### src/rtl/spc_stack_if.sv
// spc_stack_if: command/status bundle for spc_stack; master drives commands, slave returns stack state.
interface spc_stack_if #(
  parameter int WIDTH      = 19,
  parameter int DEPTH_LOG2 = 5
);
  logic                  PUSH;
  logic                  POP;
  logic                  CLR_ERR;
  logic [WIDTH-1:0]      DI;
  logic [WIDTH-1:0]      DO;
  logic [DEPTH_LOG2-1:0] SP;
  logic [DEPTH_LOG2:0]   COUNT;
  logic                  EMPTY;
  logic                  FULL;
  logic                  OVF;
  logic                  UNF;
  modport master (output PUSH, POP, CLR_ERR, DI, input DO, SP, COUNT, EMPTY, FULL, OVF, UNF);
  modport slave  (input PUSH, POP, CLR_ERR, DI, output DO, SP, COUNT, EMPTY, FULL, OVF, UNF);
endinterface

### src/rtl/spc_stack.sv
// spc_stack: subroutine-PC stack with registered top-of-stack, occupancy and sticky OVF/UNF flags.
// Define SPC_STACK_WRAP_EN for the circular (CADR-compatible) pointer instead of saturating boundaries.
module spc_stack #(
  parameter int WIDTH      = 19,
  parameter int DEPTH_LOG2 = 5
) (
  input  logic     CLK,
  input  logic     RESET,
  spc_stack_if.slave bus
);
  localparam int DEPTH = 1 << DEPTH_LOG2;
`ifdef SPC_STACK_WRAP_EN
  localparam bit WRAP = 1'b1;
`else
  localparam bit WRAP = 1'b0;
`endif
  logic [WIDTH-1:0]      mem_q [DEPTH];
  logic [DEPTH_LOG2-1:0] sp_q, sp_d, wr_addr;
  logic [DEPTH_LOG2:0]   count_q, count_d;
  logic [WIDTH-1:0]      do_q, do_d, rd_data;
  logic                  ovf_q, ovf_d, unf_q, unf_d;
  logic                  push_op, pop_op, rep_op, empty, full;
  logic                  do_push, do_pop, do_rep, wr;
  always_comb begin
    push_op = bus.PUSH & ~bus.POP;
    pop_op  = bus.POP & ~bus.PUSH;
    rep_op  = bus.PUSH & bus.POP;
    empty   = count_q == '0;
    full    = count_q == {1'b1, {DEPTH_LOG2{1'b0}}};
    // saturating mode turns a replace on an empty stack into a push
    do_push = (push_op & (WRAP | ~full)) | (rep_op & empty & ~WRAP);
    do_pop  = pop_op & (WRAP | ~empty);
    do_rep  = rep_op & (WRAP | ~empty);
    wr      = do_push | do_rep;
    wr_addr = do_push ? sp_q + 1'b1 : sp_q;
    sp_d    = do_push ? sp_q + 1'b1 : do_pop ? sp_q - 1'b1 : sp_q;
    count_d = (do_push & ~full) ? count_q + 1'b1 : (do_pop & ~empty) ? count_q - 1'b1 : count_q;
    rd_data = mem_q[sp_q - 1'b1];
    do_d    = wr ? bus.DI : do_pop ? ((count_d == '0 && !WRAP) ? '0 : rd_data) : do_q;
    ovf_d   = (push_op & full) | (ovf_q & ~bus.CLR_ERR);
    unf_d   = (pop_op & empty) | (unf_q & ~bus.CLR_ERR);
  end
  always_ff @(posedge CLK or posedge RESET) begin
    if (RESET) begin
      sp_q    <= '1;
      count_q <= '0;
      do_q    <= '0;
      ovf_q   <= 1'b0;
      unf_q   <= 1'b0;
    end else begin
      sp_q    <= sp_d;
      count_q <= count_d;
      do_q    <= do_d;
      ovf_q   <= ovf_d;
      unf_q   <= unf_d;
    end
  end
  always_ff @(posedge CLK) begin
    if (wr && !RESET) mem_q[wr_addr] <= bus.DI;
  end
  assign bus.DO    = do_q;
  assign bus.SP    = sp_q;
  assign bus.COUNT = count_q;
  assign bus.EMPTY = empty;
  assign bus.FULL  = full;
  assign bus.OVF   = ovf_q;
  assign bus.UNF   = unf_q;
endmodule

### src/flat_wrapper.sv
// flat-port wrapper written by rule: the top's interface ports become plain ports
module spc_stack_flat 
#(
  parameter int WIDTH      = 19,
  parameter int DEPTH_LOG2 = 5
)
  (CLK, RESET, bus_PUSH, bus_POP, bus_CLR_ERR, bus_DI, bus_DO, bus_SP, bus_COUNT, bus_EMPTY, bus_FULL, bus_OVF, bus_UNF);
  spc_stack_if #(.WIDTH(WIDTH), .DEPTH_LOG2(DEPTH_LOG2)) bus_i ();
  input  logic CLK;
  input  logic RESET;
  input wire logic [$bits(bus_i.PUSH)-1:0] bus_PUSH;
  input wire logic [$bits(bus_i.POP)-1:0] bus_POP;
  input wire logic [$bits(bus_i.CLR_ERR)-1:0] bus_CLR_ERR;
  input wire logic [$bits(bus_i.DI)-1:0] bus_DI;
  output wire logic [$bits(bus_i.DO)-1:0] bus_DO;
  output wire logic [$bits(bus_i.SP)-1:0] bus_SP;
  output wire logic [$bits(bus_i.COUNT)-1:0] bus_COUNT;
  output wire logic [$bits(bus_i.EMPTY)-1:0] bus_EMPTY;
  output wire logic [$bits(bus_i.FULL)-1:0] bus_FULL;
  output wire logic [$bits(bus_i.OVF)-1:0] bus_OVF;
  output wire logic [$bits(bus_i.UNF)-1:0] bus_UNF;
  assign bus_i.PUSH = bus_PUSH;
  assign bus_i.POP = bus_POP;
  assign bus_i.CLR_ERR = bus_CLR_ERR;
  assign bus_i.DI = bus_DI;
  assign bus_DO = bus_i.DO;
  assign bus_SP = bus_i.SP;
  assign bus_COUNT = bus_i.COUNT;
  assign bus_EMPTY = bus_i.EMPTY;
  assign bus_FULL = bus_i.FULL;
  assign bus_OVF = bus_i.OVF;
  assign bus_UNF = bus_i.UNF;
  spc_stack #(.WIDTH(WIDTH), .DEPTH_LOG2(DEPTH_LOG2)) u_core (.CLK(CLK), .RESET(RESET), .bus(bus_i));
endmodule
### config.mk
export PLATFORM = sky130hd
export DESIGN_NAME = spc_stack_flat
export DESIGN_NICKNAME = d
export VERILOG_FILES = /design/src/rtl/spc_stack_if.sv /design/src/rtl/spc_stack.sv /design/src/flat_wrapper.sv
export SDC_FILE = /design/constraint.sdc
export NUM_CORES = 1
export LEC_CHECK = 0
export BUFFER_PORTS_ARGS = -buffer_cell sky130_fd_sc_hd__buf_2
export CORE_AREA = 2 2 209 211
export DETAILED_ROUTE_END_ITERATION = 10
export DIE_AREA = 0 0 211 213
export GPL_TIMING_DRIVEN = 0
export MAX_ROUTING_LAYER = met4
export PLACE_DENSITY = 0.82
export SYNTH_ARGS = -nofsm -noshare
export SYNTH_HDL_FRONTEND = slang
export SYNTH_SLANG_ARGS = --single-unit
### constraint.sdc
create_clock -name CLK -period 5.74 [get_ports CLK]
set_input_delay 1.722 -clock CLK [delete_from_list [all_inputs] [get_ports CLK]]
set_output_delay 1.722 -clock CLK [all_outputs]
set_load 0.03 [all_outputs]
==> results.json <==
{
  "syn_avg_cell_area_sq_um": 20.2,
  "synth-edff-count": 608,
  "timing.rr.start": "u_core.bus.SP[0]",
  "post_cts_buffers": 0,
  "grt_pass1_wl_mm": 90.4,
  "clockBufferDepth": 3,
  "timing.critical_path.to_type": "register",
  "min_to": "u_core.bus.DO[2]",
  "fin_crit_sh": 0.968,
  "die_w_um": 211,
  "clk_pin_slew_ns": 0.06,
  "worstSetupPathType": "register to register",
  "seqCellArea_sq_um": 19100,
  "ff2ff_setup_slack_ns": 0.19,
  "gp_congestion": 0.984,
  "port_buffers": 57,
  "fin_area_sq_um": 28900,
  "vdd_ir_drop_max_v": 0.000321,
  "syn-num-nets": 1289,
  "synth_top_area_share": 0.717,
  "numCtsBuffers": 60,
  "synth_top_area_cell": "edfxtp_1",
  "grt_pass1_vias": 13600,
  "path_max_fanout": 10,
  "htree_num_levels": 2,
  "final_max_slew_viol_count": 0,
  "max-slew-margin-rel": 0.192,
  "finalCriticalPeriod_ns": 5.55,
  "io_pins": 58,
  "final_common_cell": "edfxtp_1",
  "diodes": 0,
  "cp_data_required_time_ns": 6.21,
  "start_util": 0.596,
  "clk_latency_ns": 0.64,
  "rows": 76,
  "nFillCells": 2612,
  "synth-seq-cells": 640,
  "cp-start-kind": "register",
  "viasPerCell": 6.71,
  "grt.overflow.total": 0,
  "ys.flop_type": "edfxtp_1",
  "placed_area_sq_um": 27100,
  "muxShareOfSynthArea": 0.156,
  "cts.sinks": 640,
  "ant_nets": 0,
  "dieHeight_um": 213,
  "drc": 0,
  "hp-class": "register to register",
  "synth_simple_gate_area_share": 0.0328,
  "rsz0062_at_grt": "false",
  "rr_worst_depth": 13,
  "design.die.area_sq_um": 44900,
  "cts_tree": "done",
  "synth_top_family_by_area": "multiplexers",
  "nets": 1449,
  "core_area_sq_um": 42700,
  "cts_root_buffer": "clkbuf_16",
  "final_cells": 2012,
  "ys_types": 57,
  "ys_seq_area_frac": 0.749,
  "wirelength_mm": 62.5,
  "hold_viol_final": 0,
  "dp_hpwl_mm": 40.1,
  "multi_input_area_sq_um": 6120,
  "power.density_nw_per_um2": 496,
  "status": "finished, final reports clean",
  "dr.first_iter.drc_count": 1934,
  "drv_cap": 0,
  "drive_gt1_frac": 0.279,
  "antenna_found_initial": 0,
  "worst_r2r_endpoint": "u_core.bus.DO[2]",
  "fmax_mhz": 180,
  "hold_ws_ns": 0.521,
  "tightest_slew_ns": 1.21,
  "synth_compound_area_frac": 0.0407,
  "yosys-top-cells-area": "edfxtp_1 (72%), mux4_2 (13%), dfrtp_1 (2.7%)",
  "routedWlPerCell_um": 31.1,
  "yosys.area_share.adder": 0.00344,
  "hp-start": "u_core.bus.DO[2]",
  "grt_max_degree": 34,
  "setup_viol": 0,
  "final.setup_skew_ns": 0.0323,
  "synthXorXnorAreaFrac": 0.00344,
  "synthCells": 1258,
  "syn_to_final_growth_pct": 13.7,
  "place_inst": 1902,
  "layout_common_cells": "edfxtp_1 (608), mux4_2 (152), buf_2 (76)",
  "syn_area_sq_um": 25500,
  "async_reset_ff_frac": 0.0500,
  "arrival_ns": 6.03,
  "leakage_nw": 9.42,
  "holdPathStages": 2,
  "yosysWarnings": 0,
  "drtPass1Iterations": 6,
  "track_usage": 0.295,
  "num_vias": 13500
}
[layer usage]
metal  share of wire  track usage  wire, um  vias up
met2            0.48        0.457     30100      808
met5               0            -         0        -
met3            0.10       0.0724      6480      152
met1            0.37        0.383     23100     7026
li1                -            -         -     5523
met4           0.045        0.121      2800        0
[cell type report]
cell class,instances,area share
multi-input combinational,530,0.211
sequential,640,0.659
buffer,74,0.0114
inverter,14,0.00190
tap,546,0.0236
clock inverter,21,0.00579
clock buffer,89,0.0581
timing repair buffer,98,0.0291
[power by group]
group / switching [mW] / internal, mW
Combinational: 3.27 / 1.81
Sequential: 0.146 / 5.35
Clock: 1.66 / 2.11
Total: 5.08 / 9.27
[cells in the mapped netlist, types with 7 or more instances]
cell and n:
edfxtp_1 608, mux4_2 152, nand2_1 63, mux2i_1 52
clkbuf_1 47, dfrtp_1 27, nor2_1 27, a21oi_1 23
a211oi_1 22, a22oi_1 22, and2_1 22, a32oi_1 19
buf_2 19, o21ai_0 17, inv_1 13, nor3_1 12
o21ai_2 10, ha_1 7, nor2b_1 7, xnor2_1 7
[cell families (layout without fill, tap and decap cells)]
logic type	Yosys count	in the layout
buf+inv	88	296
flops	640	640
simple gates	165	165
mux	205	205
xor+xnor	10	10
compound gates	143	143
fa+ha+maj	7	7
[how the worst max path moves through the flow]
stage,from,to,cells after the start
finish,u_core.bus.SP[0],u_core.bus.DO[2],13
detailed placement,u_core.bus.SP[0],u_core.bus.DO[4],13
CTS,u_core.bus.SP[0],u_core.bus.DO[1],13
global route,u_core.bus.SP[0],u_core.bus.DO[6],13
global placement,u_core.bus.SP[0],u_core.mem_q[31][14],11
floorplan,bus_PUSH,u_core.mem_q[31][0],8
[worst max-delay path, stage by stage, from the launching register on]
cell      delay, ns
dfstp_2        0.60
buf_2          0.32
buf_2          0.42
buf_2          0.41
inv_1          0.19
ha_1           0.33
clkbuf_1       0.61
clkbuf_2       0.54
clkbuf_1       0.58
mux4_2         0.41
mux2i_1        0.30
a21oi_1        0.28
a32oi_1        0.28
o21ai_0        0.10
[stage by stage]
step	util	worst slack, ns	total power, mW	TNS [ns]
global placement	0.619	-0.766	10.4	-137.41
CTS	0.678	0.0478	14.3	0
global route	0.678	0.0519	14.8	0
detailed placement	0.634	0.0668	10.5	0
floorplan	-	0.821	8.68	0
finish	0.678	0.186	14.3	0
[state kept, by name (all words and copies together), names as in the netlist]
| name | flops |
|---|---|
| u_core.bus.OVF | 1 |
| u_core.mem_q | 608 |
| u_core.bus.SP | 5 |
| u_core.bus.DO | 19 |
| u_core.bus.COUNT | 6 |
| u_core.bus.UNF | 1 |
[repair_timing]
action                                  4_1_cts  5_1_grt
hold endpoints to repair                      0        0
gates cloned                                  0        0
gates resized for setup                       1        2
pin swaps                                     0        0
hold buffers                                  0        0
endpoints found under the setup margin        1       17
Power figures use the tool's default switching activity.
